<file path="src/rtl/hazard_pipe_reg.sv">
// hazard_pipe_reg
// ---------------------------------------------------------------------------
// Register between two pipeline stages. It moves one instruction slot per
// cycle from stage N to stage N+1. It also has a load-use interlock: when the
// instruction in the output slot produces its result late (a load or a
// system-register read), a consumer that arrives the next cycle is held
// upstream. The register inserts LOAD_STALL bubbles before it accepts that
// consumer.
//
// Ports
//   clk, reset           clock; synchronous active-high reset
//   in_valid             upstream slot holds a real instruction
//   in_payload           opaque payload carried to the next stage
//   in_wr_idx/in_wr_en   destination register index / write enable
//   in_is_load           result is late; dependent instructions must wait
//   in_rd_idx/in_rd_used source indices (packed, REG_IDX_W each) / use flags
//   flush                kill the incoming instruction (a bubble is written)
//   ext_stall            downstream cannot accept; all outputs hold
//   out_*                registered slot; wr_en and is_load are already
//                        gated by valid
//   stall                upstream must hold its inputs this cycle
//   hazard_src           combinational per-source hazard match
//   stall_cycles         saturating count of inserted hazard bubbles
// ---------------------------------------------------------------------------
module hazard_pipe_reg #(
    parameter int PAYLOAD_W  = 32,
    parameter int REG_IDX_W  = 4,
    parameter int NUM_SRC    = 2,
    parameter int LOAD_STALL = 1,
    parameter int IGNORE_R0  = 0,
    parameter int CNT_W      = 16
) (
    input  logic                         clk,
    input  logic                         reset,
    input  logic                         in_valid,
    input  logic [PAYLOAD_W-1:0]         in_payload,
    input  logic [REG_IDX_W-1:0]         in_wr_idx,
    input  logic                         in_wr_en,
    input  logic                         in_is_load,
    input  logic [NUM_SRC*REG_IDX_W-1:0] in_rd_idx,
    input  logic [NUM_SRC-1:0]           in_rd_used,
    input  logic                         flush,
    input  logic                         ext_stall,
    output logic                         out_valid,
    output logic [PAYLOAD_W-1:0]         out_payload,
    output logic [REG_IDX_W-1:0]         out_wr_idx,
    output logic                         out_wr_en,
    output logic                         out_is_load,
    output logic                         stall,
    output logic [NUM_SRC-1:0]           hazard_src,
    output logic [CNT_W-1:0]             stall_cycles
);

    typedef enum logic {
        RUN   = 1'b0,
        STALL = 1'b1
    } stateT;

    // LOAD_STALL is limited to 1..15, so 4 bits hold the remaining count.
    localparam logic [3:0] STALL_INIT = 4'(LOAD_STALL - 1);

    stateT                 stateReg, stateNext;
    logic [3:0]            cntReg, cntNext;
    logic                  validReg, validNext;
    logic [PAYLOAD_W-1:0]  payloadReg, payloadNext;
    logic [REG_IDX_W-1:0]  wrIdxReg, wrIdxNext;
    logic                  wrEnReg, wrEnNext;
    logic                  isLoadReg, isLoadNext;
    logic [CNT_W-1:0]      stallCntReg, stallCntNext;
    logic [CNT_W-1:0]      stallCntInc;
    logic [NUM_SRC-1:0]    hazardRaw;
    logic                  hazard;

    // A hazard needs a valid late-result producer in the output slot. The
    // check runs only in RUN, so the bubble that follows a stall can never
    // start a second stall.
    generate
        for (genvar gi = 0; gi < NUM_SRC; gi++) begin : g_src
            logic [REG_IDX_W-1:0] srcIdx;
            logic                 r0Skip;
            assign srcIdx = in_rd_idx[gi*REG_IDX_W +: REG_IDX_W];
            assign r0Skip = (IGNORE_R0 != 0) && (srcIdx == '0);
            assign hazardRaw[gi] = (stateReg == RUN) && validReg && wrEnReg &&
                                   isLoadReg && in_valid && in_rd_used[gi] &&
                                   (srcIdx == wrIdxReg) && !r0Skip;
        end
    endgenerate

    assign hazard_src = (flush || reset) ? '0 : hazardRaw;
    assign hazard     = |hazard_src;

    assign stallCntInc = (stallCntReg == '1) ? stallCntReg
                                             : stallCntReg + CNT_W'(1);

    always_comb begin
        stateNext    = stateReg;
        cntNext      = cntReg;
        validNext    = validReg;
        payloadNext  = payloadReg;
        wrIdxNext    = wrIdxReg;
        wrEnNext     = wrEnReg;
        isLoadNext   = isLoadReg;
        stallCntNext = stallCntReg;
        stall        = 1'b0;

        if (reset) begin
            stall = 1'b0;
        end else if (flush) begin
            // Bubble: the index and payload hold, so only the qualifiers drop.
            validNext  = 1'b0;
            wrEnNext   = 1'b0;
            isLoadNext = 1'b0;
            stateNext  = RUN;
            cntNext    = '0;
        end else if (ext_stall) begin
            stall = 1'b1;
        end else if (stateReg == RUN && hazard) begin
            stall        = 1'b1;
            validNext    = 1'b0;
            wrEnNext     = 1'b0;
            isLoadNext   = 1'b0;
            stateNext    = STALL;
            cntNext      = STALL_INIT;
            stallCntNext = stallCntInc;
        end else if (stateReg == STALL && cntReg != '0) begin
            stall        = 1'b1;
            validNext    = 1'b0;
            wrEnNext     = 1'b0;
            isLoadNext   = 1'b0;
            cntNext      = cntReg - 4'd1;
            stallCntNext = stallCntInc;
        end else begin
            validNext  = in_valid;
            wrEnNext   = in_valid & in_wr_en;
            isLoadNext = in_valid & in_is_load;
            wrIdxNext  = in_wr_idx;
            if (in_valid) begin
                payloadNext = in_payload;
            end
            stateNext = RUN;
        end
    end

    always_ff @(posedge clk) begin
        if (reset) begin
            stateReg    <= RUN;
            cntReg      <= '0;
            validReg    <= 1'b0;
            payloadReg  <= '0;
            wrIdxReg    <= '0;
            wrEnReg     <= 1'b0;
            isLoadReg   <= 1'b0;
            stallCntReg <= '0;
        end else begin
            stateReg    <= stateNext;
            cntReg      <= cntNext;
            validReg    <= validNext;
            payloadReg  <= payloadNext;
            wrIdxReg    <= wrIdxNext;
            wrEnReg     <= wrEnNext;
            isLoadReg   <= isLoadNext;
            stallCntReg <= stallCntNext;
        end
    end

    assign out_valid    = validReg;
    assign out_payload  = payloadReg;
    assign out_wr_idx   = wrIdxReg;
    assign out_wr_en    = wrEnReg;
    assign out_is_load  = isLoadReg;
    assign stall_cycles = stallCntReg;

endmodule
</file>
<file path="config.mk">
export PLATFORM = sky130hd
export DESIGN_NAME = hazard_pipe_reg
export DESIGN_NICKNAME = d
export VERILOG_FILES = /design/src/rtl/hazard_pipe_reg.sv
export SDC_FILE = /design/constraint.sdc
export NUM_CORES = 1
export LEC_CHECK = 0
export CORE_MARGIN = 2
export CORE_UTILIZATION = 43
export CTS_CLUSTER_DIAMETER = 80
export DETAILED_ROUTE_END_ITERATION = 10
export PLACE_DENSITY = 0.89
export SLEW_MARGIN = 20
export SYNTH_ARGS = -nofsm -noshare
export SYNTH_HDL_FRONTEND = slang
export SYNTH_SLANG_ARGS = --single-unit
</file>
<file path="constraint.sdc">
create_clock -name clk -period 2.4 [get_ports clk]
set_input_delay 0.24 -clock clk [delete_from_list [all_inputs] [get_ports clk]]
set_output_delay 0.24 -clock clk [all_outputs]
set_load 0.01 [all_outputs]
</file>
# --- Word level (Yosys, flattened, before mapping) ---
# Index checks and enable logic that the tools add are counted.
op_classes:
  n_addsub: 2
  eq_ne: 4
  muxes: 19
  bitwise_logic: 7
  reduce_logical: 20
op_table:
  columns: ["operator", "n"]
  rows:
  - ["16-bit two-way mux", 3]
  - ["16-bit by 1-bit adder with 16-bit output, second input constant", 1]
  - ["16-bit equality test, second input constant", 1]
  - ["1-bit two-way mux", 13]
  - ["1-bit logical AND", 10]
  - ["4-bit equality test", 2]
  - ["4-bit two-way mux", 2]
  - ["1-bit NOT", 5]
  - ["5-bit AND reduction", 1]
  - ["2-bit AND reduction", 2]
  - ["4-bit AND reduction", 1]
  - ["4-bit nonzero test", 1]
  - ["2-bit OR reduction", 2]
  - ["4-bit by 1-bit subtractor with 4-bit output, second input constant", 1]
  - ["3-bit AND reduction", 1]
  - ["1-bit bitwise AND", 2]
  - ["2-bit two-way mux", 1]
  - ["2-bit != test, second input constant", 1]
  - ["2-bit nonzero test", 1]
  - ["1-bit logical OR", 1]
totals:
  register_bits: 60
  wordCells: 60

# --- Longest topological paths before layout ---
# Gate-level depths: netlist of the first run.
logic_depth:
  depth_word: 14
  depth_mapped: 8
  mapped_depth_nobuf: 7

# --- Worst setup path before layout of the first run ---
# Ideal clock, no wire load.
synth_path:
  path_kind: "register -> register"
  from: "register wrIdxReg[1] (netlist: out_wr_idx[1])"
  to: "register stallCntReg[2] (netlist: stall_cycles[2])"
  t_arrival_ns: 1.838
  required_time_ns: 2.279
  path_slack_ns: 0.442
  path_stages_with_launch: 8
  path_buffers: 1
  period_less_slack_ns: 1.958
  path_cell_list: "dfxtp_1 xnor2_1 nor3b_1 a32o_4 o21ai_2 buf_4 nor2_1 mux2_2"
synth_via:
  elab_chain_len: 7
  elab_cells_between_ends: 10
  classes_between: "eq/ne (2); mux (2); reduce/logical (6)"
synth_rtl:
  columns: ["element", "line", "rtl"]
  rows:
  - ["from (decl)", "66", "logic [REG_IDX_W-1:0] wrIdxReg, wrIdxNext;"]
  - ["from (signal assigned)", "159", "wrIdxReg <= wrIdxNext;"]
  - ["4-bit equality test", "85", "(srcIdx == wrIdxReg) && !r0Skip;"]
  - ["1-bit logical AND", "84", "isLoadReg && in_valid && in_rd_used[gi] &&"]
  - ["2-bit two-way mux *", "89", "assign hazard_src = (flush || reset) ? '0 : hazardRaw;"]
  - ["2-bit OR reduction *", "90", "assign hazard = |hazard_src;"]
  - ["1-bit logical AND *", "117", "end else if (stateReg == RUN && hazard) begin"]
  - ["2-bit nonzero test (no line)", null, null]
  - ["3-bit AND reduction (no line)", null, null]
  - ["to (signal assigned)", "162", "stallCntReg <= stallCntNext;"]
  - ["to (decl)", "69", "logic [CNT_W-1:0] stallCntReg, stallCntNext;"]
# Mark *: on every way between the ends. The rest lies on a longest branch, timed or not.
# A chain may end at the register's enable or synchronous reset.

# --- Worst setup path after layout of the first run ---
layout_path:
  from: "register wrIdxReg[2] (netlist: out_wr_idx[2])"
  to: "register wrIdxReg[2] (netlist: out_wr_idx[2])"
layout_via:
  elab_chain_len: 7
  elab_cells_between_ends: 9
  classes_between: "eq/ne (2); mux (1); bitwise (1); reduce/logical (5)"
layout_rtl:
  columns: ["element", "line"]
  rows:
  - ["4-bit equality test", "85"]
  - ["1-bit logical AND", "84"]
  - ["2-bit two-way mux *", "89"]
  - ["2-bit OR reduction *", "90"]
  - ["1-bit logical AND *", "117"]
  - ["1-bit NOT (no line) *", null]
  - ["4-bit AND reduction (no line) *", null]
# Marks and branches as above.

==> tab_implementation.tex, run 1 <==
\begin{tabular}{lr}
\hline
Metric & Value \\
\hline
\multicolumn{2}{l}{\textbf{Cells and area}} \\
\quad Design area & $\sim$0.0042 mm2 \\
\quad Count of nets after finishing & 466 \\
\quad Area Overhead vs Synth & 54.41\% \\
\quad Non-filler instance count after layout & between 400 and 500 \\
\quad Share of cells above drive strength 1 & 0.1090 \\
\quad Diodes inserted & 0 \\
\multicolumn{2}{l}{\textbf{Critical path}} \\
\quad Slowest Stage Delay on Critical Path & $\sim$490 ps \\
\quad Cell repeated most along the worst path & sky130\_fd\_sc\_hd\_\_buf\_4 \\
\quad Setup CP Type & flip-flop to flip-flop \\
\quad Buffering stage count on the worst path with inverters included & 3 \\
\quad Nature of the critical path startpoint & flip-flop \\
\quad Maximum fanout along the worst path & 7 \\
\quad Cells along the critical path & xor2\_2 -> nor3b\_2 -> buf\_4 -> a32o\_4 -> buf\_4 -> buf\_4 -> nor4\_4 -> mux2i\_1 -> nor2\_1 \\
\quad Category of cells accounting for the largest share of critical-path delay & flip-flops \\
\quad Critical path capture point type & flip-flop \\
\quad Worst EP arrival & 2530 ps \\
\quad Required time at the worst-slack endpoint & approximately 2600 ps \\
\quad Register-to-Register Setup Slack & between 70 and 80 ps \\
\quad Critical-path cell with the highest stage delay & sky130\_fd\_sc\_hd\_\_dfxtp\_1 \\
\multicolumn{2}{l}{\textbf{GRT}} \\
\quad Overall global routing resource usage & 0.2081 \\
\quad First-pass GRT wire length & about 12000 um \\
\quad Gr ovfl total & 0 \\
\quad Antenna violations before repair & 0 \\
\quad Vias in the first global route & $\sim$2500 \\
\quad Largest net degree at the start of global routing & 54 \\
\multicolumn{2}{l}{\textbf{Yosys}} \\
\quad Number of distinct standard cells referenced by the synthesized netlist & between 40 and 50 \\
\quad Most used flip-flop cell after synthesis & sky130\_fd\_sc\_hd\_\_dfxtp\_1 \\
\quad Post-synthesis sequential area ratio & 0.4434 \\
\quad Yosys synthesis warning count & 0 \\
\quad Instance count of the mapped netlist & around 290 \\
\quad Post-Syn Nets & approximately 340 \\
\quad Synth top area cells & sky130\_fd\_sc\_hd\_\_dfxtp\_1 (44\%), sky130\_fd\_sc\_hd\_\_mux2i\_1 (14\%), sky130\_fd\_sc\_hd\_\_nor2\_1 (7.9\%), sky130\_fd\_sc\_hd\_\_xor2\_1 (3.9\%), sky130\_fd\_sc\_hd\_\_a21oi\_1 (1.8\%) \\
\quad Cell with the most instances after synthesis & sky130\_fd\_sc\_hd\_\_dfxtp\_1 \\
\quad Count of flip-flops with a built-in enable after synthesis & 0 \\
\quad Mean post-synth cell area & $\sim$9.5 um2 \\
\quad Synthesized cell area & $\sim$0.0027 mm2 \\
\quad Synthesis-stage register bit count & 60 \\
\quad Top cell types by occurrence after synthesis & sky130\_fd\_sc\_hd\_\_dfxtp\_1 (60), sky130\_fd\_sc\_hd\_\_nor2\_1 (57), sky130\_fd\_sc\_hd\_\_mux2i\_1 (37), sky130\_fd\_sc\_hd\_\_xor2\_1 (12), sky130\_fd\_sc\_hd\_\_a21oi\_1 (10) \\
\quad Leading area contributor after synthesis & sky130\_fd\_sc\_hd\_\_dfxtp\_1 \\
\quad Share of flip-flops with an asynchronous set or reset after synthesis & 0 \\
\quad Proportion of netlist area held by the largest area contributor & 0.4434 \\
\multicolumn{2}{l}{\textbf{Timing}} \\
\quad Final-report setup violation count & 0 \\
\quad Worst slew margin & 0.5146 \\
\quad Period utilisation layout & 0.9689 \\
\quad Total Neg Setup Slack & 0 ps \\
\quad Clock skew & 5.930 ps \\
\quad Achievable Freq & around 430 MHz \\
\quad Pins Over Slew Limit & 0 \\
\quad Worst-margin pin slew & $\sim$720 ps \\
\quad Count of final hold-check violations & 0 \\
\quad Fin crit period & 2325 ps \\
\multicolumn{2}{l}{\textbf{Status}} \\
\quad Result of the run & finished clean \\
\multicolumn{2}{l}{\textbf{Detailed routing}} \\
\quad Average vias per placed instance & 5.270 \\
\quad Count of routing violations after the opening detailed-route iteration & about 150 \\
\quad Post-route antenna net violation count & 0 \\
\quad Total length of routed wires & 7119 um \\
\quad First-pass iteration count of the detailed router & 6 \\
\quad Average wire length per cell after detail routing & around 15 um \\
\quad Residual DRC count & 0 \\
\quad Total vias in the final route & 2572 \\
\multicolumn{2}{l}{\textbf{Power and ir drop}} \\
\quad PnR Total Power & around 2.2 mW \\
\quad Cell area power density & 524.2 mW/mm2 \\
\quad Leakage power & approximately 1.7 nW \\
\quad Max rail drop VDD & between 0.3 and 0.4 mV \\
\multicolumn{2}{l}{\textbf{Placed design}} \\
\quad Number of input and output port buffers inserted & 110 \\
\quad Placed Instances & 474 \\
\quad Post-Place Cell Area & slightly below 0.004 mm2 \\
\quad Weighted congestion reported at the end of routability-driven placement & 0.8400 \\
\quad Placed wire-length estimate after detailed placement & approximately 5100 um \\
\multicolumn{2}{l}{\textbf{Floorplan}} \\
\quad Count of boundary I/O pins & approximately 110 \\
\quad Overall die area & between 0.006 and 0.007 mm2 \\
\quad Horizontal die dimension & between 80 and 90 um \\
\quad \# rows & 28 \\
\quad Vertical extent of the die & around 83 um \\
\quad Initial cell density of the core & 0.4522 \\
\quad Core Area & roughly 0.006 mm2 \\
\multicolumn{2}{l}{\textbf{Worst hold path}} \\
\quad HP Class & input pin to flip-flop \\
\multicolumn{2}{l}{\textbf{CTS}} \\
\quad Number of H-tree levels & 3 \\
\quad Cts bufs inserted & 9 \\
\quad Post-CTS setup-driven buffer insertion count & 0 \\
\quad Clock tree from TritonCTS & built \\
\quad CTS Buffer Depth & 2 \\
\quad Insertion delay of the later-clocked pin in the worst-skew pair & 330 ps \\
\quad Number of clock sinks & 60 \\
\quad Clock root buffer & sky130\_fd\_sc\_hd\_\_clkbuf\_8 \\
\quad Clock-pin transition on the worst setup and hold timing paths & 60 ps \\
\multicolumn{2}{l}{\textbf{Flow run}} \\
\quad Max cap viols & 0 \\
\hline
\end{tabular}
area by class of cell:
cell class | count | area, um2
repair buffers | 127 | 1235
flip-flops and latches | 60 | 1202
clock buffers | 12 | 155.1
clock inverters | 2 | 35.03
inverters | 4 | 15.01
fillers | 449 | 1808
well taps | 75 | 93.84
multi-input cells | 208 | 1446
path summary, 6_finish.rpt:
| check | startpoint | endpoint | depth (start not counted) |
|---|---|---|---|
| worst min-delay path | reset | cntReg[3] | 3 |
| worst min register to register | out_payload[28] | out_payload[28] | 2 |
| worst max-delay path | out_wr_idx[2] | out_wr_idx[2] | 9 |
| worst max register to register | out_wr_idx[2] | out_wr_idx[2] | 9 |
registers in the layout (all words and copies together) (netlist names):
signal	flops
out_is_load	1
out_payload	32
stateReg	1
out_valid	1
stall_cycles	16
out_wr_en	1
cntReg	4
out_wr_idx	4
routing by layer:
layer	part of all wire	GRT usage	vias to the layer above
li1	-	-	1263
met3	0.083	0.07356	16
met1	0.42	0.2489	1184
met2	0.48	0.3350	109
met5	0	0	-
met4	0.021	0.09389	0
cells in the final DEF, fill, tap and decap left out, types with 2 or more instances in the layout:
master | Yosys | layout
sky130_fd_sc_hd__clkbuf_8 | 0 | 11
sky130_fd_sc_hd__clkdlybuf4s50_1 | 0 | 108
sky130_fd_sc_hd__a31oi_1 | 2 | 2
sky130_fd_sc_hd__o31a_1 | 2 | 2
sky130_fd_sc_hd__o31ai_1 | 4 | 4
sky130_fd_sc_hd__xnor2_1 | 2 | 2
sky130_fd_sc_hd__mux2i_1 | 37 | 37
sky130_fd_sc_hd__dfxtp_1 | 60 | 59
sky130_fd_sc_hd__nand4_1 | 4 | 4
sky130_fd_sc_hd__nor3_1 | 8 | 8
sky130_fd_sc_hd__a32oi_1 | 3 | 3
sky130_fd_sc_hd__ha_1 | 3 | 3
sky130_fd_sc_hd__or4_1 | 4 | 4
sky130_fd_sc_hd__nand2b_1 | 2 | 2
sky130_fd_sc_hd__or3_1 | 2 | 2
sky130_fd_sc_hd__nand3b_1 | 2 | 2
sky130_fd_sc_hd__a21oi_1 | 10 | 10
sky130_fd_sc_hd__o21ai_0 | 7 | 7
sky130_fd_sc_hd__buf_4 | 4 | 16
sky130_fd_sc_hd__nand3_1 | 7 | 7
sky130_fd_sc_hd__nor3b_2 | 0 | 2
sky130_fd_sc_hd__nand2_1 | 9 | 9
sky130_fd_sc_hd__nor2b_1 | 3 | 3
sky130_fd_sc_hd__and2_1 | 2 | 2
sky130_fd_sc_hd__inv_1 | 4 | 4
sky130_fd_sc_hd__and4_1 | 4 | 4
sky130_fd_sc_hd__nor2_1 | 57 | 57
sky130_fd_sc_hd__xor2_1 | 12 | 11
where the power goes:
part | switching (mW) | total, mW | internal [mW]
clock network | 0.365 | 0.889 | 0.523
registers | 0.0168 | 1.04 | 1.02
logic | 0.103 | 0.268 | 0.165
total | 0.485 | 2.19 | 1.71
cells by family after synthesis:
group | after synthesis | synth area share
buffers and inverters | 17 | 0.03187
xor gates and xnor gates | 14 | 0.04527
AOI/OAI and AO/OA | 38 | 0.09978
adders and majority gates | 3 | 0.01386
muxes | 38 | 0.1409
DFF | 60 | 0.4434
and+or+nand+nor | 115 | 0.2249
worst reg2reg max path, cell delays in order (launching register included):
cell,delay [ps]
sky130_fd_sc_hd__dfxtp_1,490
sky130_fd_sc_hd__xor2_2,240
sky130_fd_sc_hd__nor3b_2,80
sky130_fd_sc_hd__buf_4,150
sky130_fd_sc_hd__a32o_4,320
sky130_fd_sc_hd__buf_4,150
sky130_fd_sc_hd__buf_4,160
sky130_fd_sc_hd__nor4_4,290
sky130_fd_sc_hd__mux2i_1,270
sky130_fd_sc_hd__nor2_1,60
stage by stage:
step	utilization	hold WS [ps]	setup WS, ps
final	0.6982	340.3	74.76
after global routing	0.6982	350.4	-5.272
after CTS	0.6949	328.2	51.96
after detailed placement	0.6623	484.1	-180.2
after global placement	0.6623	473.3	-61.48
after floorplan	-	383.9	441.7
repair_timing:
| action | in CTS | in global routing |
|---|---|---|
| setup endpoints to repair | 1 | 7 |
| pin swaps | 0 | 0 |
| resized for setup | 3 | 3 |
| hold buffers | 0 | 0 |
(Power assumes the default switching activity.)
==> inputs of run 2 (changes only) <==
--- a/config.mk
+++ b/config.mk
@@ -7,6 +7,7 @@
 export LEC_CHECK = 0
 export CORE_MARGIN = 2
 export CORE_UTILIZATION = 43
+export CTS_BUF_LIST = sky130_fd_sc_hd__clkbuf_16
 export CTS_CLUSTER_DIAMETER = 80
 export DETAILED_ROUTE_END_ITERATION = 10
 export PLACE_DENSITY = 0.89
==> run 2 against run 1 <==
- combinational power is essentially flat
- power grew 14%
- clock power grew 34%
- non-clock buffer count is the same
- critical endpoint unchanged
- largest cell class unchanged
==> tab_implementation.tex, run 2 (same netlist as run 1, synthesis figures left out) <==
\begin{tabular}{lr}
\hline
Metric & Value \\
\hline
\multicolumn{2}{l}{\textbf{Detailed routing}} \\
\quad WL met3 & 618 um (+4.0\%) \\
\quad Count of routing violations after the opening detailed-route iteration & 124 (-16\%) \\
\quad Average wire length per cell after detail routing & 15.08 um (+3.3\%) \\
\quad Total length of routed wires & 7357 um (+3.3\%) \\
\quad Met2 wire length & 3582 um (+4.7\%) \\
\quad Sum of routed wire segments on met1 & 3029 um (+2.4\%) \\
\quad First-pass iteration count of the detailed router & 4 (-2) \\
\quad Average vias per placed instance & 5.275 (about the same) \\
\quad Top sig layer & met4 \\
\quad Post-route antenna net violation count & 0 (unchanged) \\
\quad Residual DRC count & 0 (unchanged) \\
\quad Total vias in the final route & 2574 (+0.078\%) \\
\multicolumn{2}{l}{\textbf{Placed design}} \\
\quad Dpl ws & -180.2 ps (unchanged) \\
\quad Number of input and output port buffers inserted & 110 (unchanged) \\
\quad Placed wire-length estimate after detailed placement & 5124 um (unchanged) \\
\quad Weighted congestion reported at the end of routability-driven placement & 0.8400 (unchanged) \\
\multicolumn{2}{l}{\textbf{Cells and area}} \\
\quad Fill cell total of the finished layout & 443 (-1.3\%) \\
\quad Area Overhead vs Synth & 57.32\% \\
\quad Most frequent cells in the layout & sky130\_fd\_sc\_hd\_\_clkdlybuf4s50\_1 (108), sky130\_fd\_sc\_hd\_\_dfxtp\_1 (58), sky130\_fd\_sc\_hd\_\_nor2\_1 (57) \\
\quad Register Area & 0.001204 mm2 (+0.10\%) \\
\quad Share of cells above drive strength 1 & 0.1017 (-0.007264) \\
\quad Most common cell after layout, fill and taps aside & sky130\_fd\_sc\_hd\_\_clkdlybuf4s50\_1 \\
\quad Diodes inserted & 0 (unchanged) \\
\quad Combined area of the multi-input logic cells & 0.001443 mm2 (-0.26\%) \\
\quad Largest register FFs & 32 (unchanged) \\
\quad Count of nets after finishing & 466 (unchanged) \\
\multicolumn{2}{l}{\textbf{Status}} \\
\quad Result of the run & finished clean \\
\multicolumn{2}{l}{\textbf{Timing}} \\
\quad Period utilisation layout & 0.9358 (-0.03305) \\
\quad Final-report setup violation count & 0 (unchanged) \\
\quad Setup repair after global routing missed its margin & false \\
\quad Worst slew margin & 0.5205 (+0.005923) \\
\quad Worst-margin pin slew & 709.9 ps (-8.771 ps) \\
\quad Count of final hold-check violations & 0 (unchanged) \\
\quad Final critical-path setup slack & 154.1 ps (+79.32 ps) \\
\quad Clock skew & 5.237 ps (-0.6934 ps) \\
\quad Pins Over Slew Limit & 0 (unchanged) \\
\quad Fin crit period & 2246 ps (-79.32 ps) \\
\quad Achievable Freq & 445.3 MHz (+3.5\%) \\
\multicolumn{2}{l}{\textbf{Floorplan}} \\
\quad Overall die area & 0.006951 mm2 (unchanged) \\
\quad Vertical extent of the die & 83.37 um (unchanged) \\
\quad Core Area & 0.005991 mm2 (unchanged) \\
\quad Count of boundary I/O pins & 111 (unchanged) \\
\quad Horizontal die dimension & 83.37 um (unchanged) \\
\quad Initial cell density of the core & 0.4522 (unchanged) \\
\quad \# rows & 28 (unchanged) \\
\multicolumn{2}{l}{\textbf{Power and ir drop}} \\
\quad Switch share & 0.2137 (-0.007419) \\
\quad Clock share of power & 0.477 (+0.072) \\
\quad Total internal power & 1.963 mW (+15\%) \\
\quad Part of the power in registers & 0.416 (-0.057) \\
\quad Max rail drop VDD & 0.4263 mV (+21\%) \\
\quad Combinational share of power & 0.107 (-0.015) \\
\quad Net switching power of the design & 533.4 uW (+10\%) \\
\quad Cell area power density & 585.8 mW/mm2 (+12\%) \\
\quad Leakage power & 1.744 nW (+2.7\%) \\
\quad PnR Total Power & 2.496 mW (+14\%) \\
\multicolumn{2}{l}{\textbf{CTS}} \\
\quad Clock root buffer & sky130\_fd\_sc\_hd\_\_clkbuf\_16 \\
\quad CTS Buffer Depth & 2 (unchanged) \\
\quad Insertion delay of the later-clocked pin in the worst-skew pair & 320 ps (about the same) \\
\quad Number of H-tree levels & 3 (unchanged) \\
\quad Cts bufs inserted & 9 (unchanged) \\
\quad Clock tree from TritonCTS & built \\
\quad Number of clock sinks & 60 (unchanged) \\
\quad Clock-pin transition on the worst setup and hold timing paths & 50 ps (about the same) \\
\multicolumn{2}{l}{\textbf{GRT}} \\
\quad Antenna violations before repair & 0 (unchanged) \\
\quad Vias in the first global route & 2589 (+4.1\%) \\
\quad Largest net degree at the start of global routing & 54 (unchanged) \\
\quad Overall global routing resource usage & 0.2179 (+0.009845) \\
\quad Gr ovfl total & 0 (unchanged) \\
\quad First-pass GRT wire length & 12370 um (+5.3\%) \\
\multicolumn{2}{l}{\textbf{Critical path}} \\
\quad Register-to-Register Setup Slack & 150 ps (+80 ps) \\
\quad Critical path capture point type & flip-flop \\
\quad Maximum fanout along the worst path & 7 (unchanged) \\
\quad Cell repeated most along the worst path & sky130\_fd\_sc\_hd\_\_buf\_4 \\
\quad Worst EP arrival & 2430 ps (-100 ps) \\
\quad Nature of the critical path startpoint & flip-flop \\
\quad Slowest Stage Delay on Critical Path & 420 ps (-70 ps) \\
\quad Required time at the worst-slack endpoint & 2590 ps (about the same) \\
\quad Cells along the critical path & xor2\_1 -> nor3b\_1 -> buf\_4 -> a32o\_4 -> buf\_4 -> buf\_4 -> nor4\_4 -> mux2i\_1 -> nor2\_1 \\
\quad Critical-path cell with the highest stage delay & sky130\_fd\_sc\_hd\_\_dfxtp\_1 \\
\quad Setup CP Type & flip-flop to flip-flop \\
\multicolumn{2}{l}{\textbf{Worst hold path}} \\
\quad HP Class & input pin to flip-flop \\
\multicolumn{2}{l}{\textbf{Flow run}} \\
\quad Max cap viols & 0 (unchanged) \\
\hline
\end{tabular}
-- run 2: cell count changes in the layout (fill, tap and decap cells not counted), sizes merged --
cell	delta
clkinv	+2
inv	+1
clkbuf	-3
-- run 2: power by group through the flow --
stage | Sequential, mW | Clock (mW) | Combinational, mW
after global routing | 1.04 | 1.24 | 0.289
final | 1.04 | 1.19 | 0.267
after detailed placement | 1.06 | 0 | 0.264
after global placement | 1.06 | 0 | 0.257
after CTS | 1.04 | 1.20 | 0.269
after floorplan | 1.07 | 0 | 0.0942
-- run 2: timing repair --
action	4_1_cts	5_1_grt
pin swaps	1	0
endpoints found under the setup margin	1	3
hold buffers	0	0
setup buffers	0	0
cloned	0	0
resized for setup	5	1
-- run 2: cell type report --
type,instances,area share
timing repair buffer,127,0.2898
sequential,60,0.2824
inverter,4,0.003523
multi-input combinational,208,0.3385
tap,75,0.02202
clock inverter,5,0.01086
clock buffer,9,0.05285
-- run 2: final timing paths --
| check | to | start | depth (start not counted) |
|---|---|---|---|
| setup / recovery | out_wr_idx[2] | out_wr_idx[2] | 9 |
| hold / removal | cntReg[3] | reset | 3 |
| setup reg to reg | out_wr_idx[2] | out_wr_idx[2] | 9 |
| hold reg to reg | out_payload[28] | out_payload[28] | 2 |
-- run 2: metal layers --
layer,vias to the layer above,GRT usage
li1,1264,-
met1,1190,0.2546
met2,107,0.3636
met3,13,0.07853
met4,0,0.08495
met5,-,0
-- run 2: worst max-delay path, delay by kind of cell (launching register included) --
kind	cells	cell delay, ps
AOI/OAI and AO/OA	1	310
buffers and inverters	3	450
and+or+nand+nor	3	430
muxes	1	270
DFF	1	420
xor gates and xnor gates	1	230
-- run 2: metrics by stage --
step	std cells	util	cell area, um2	hold WS (ps)	setup TNS (ps)
6_report	488	0.7114	4262	374.0	0
5_1_grt	488	0.7114	4262	382.2	0
4_1_cts	488	0.7101	4254	359.8	0
3_5_place_dp	474	0.6623	3968	484.1	-1259
3_3_place_gp	474	0.6623	3968	473.3	-128.4
2_1_floorplan	285	-	2709	383.9	0
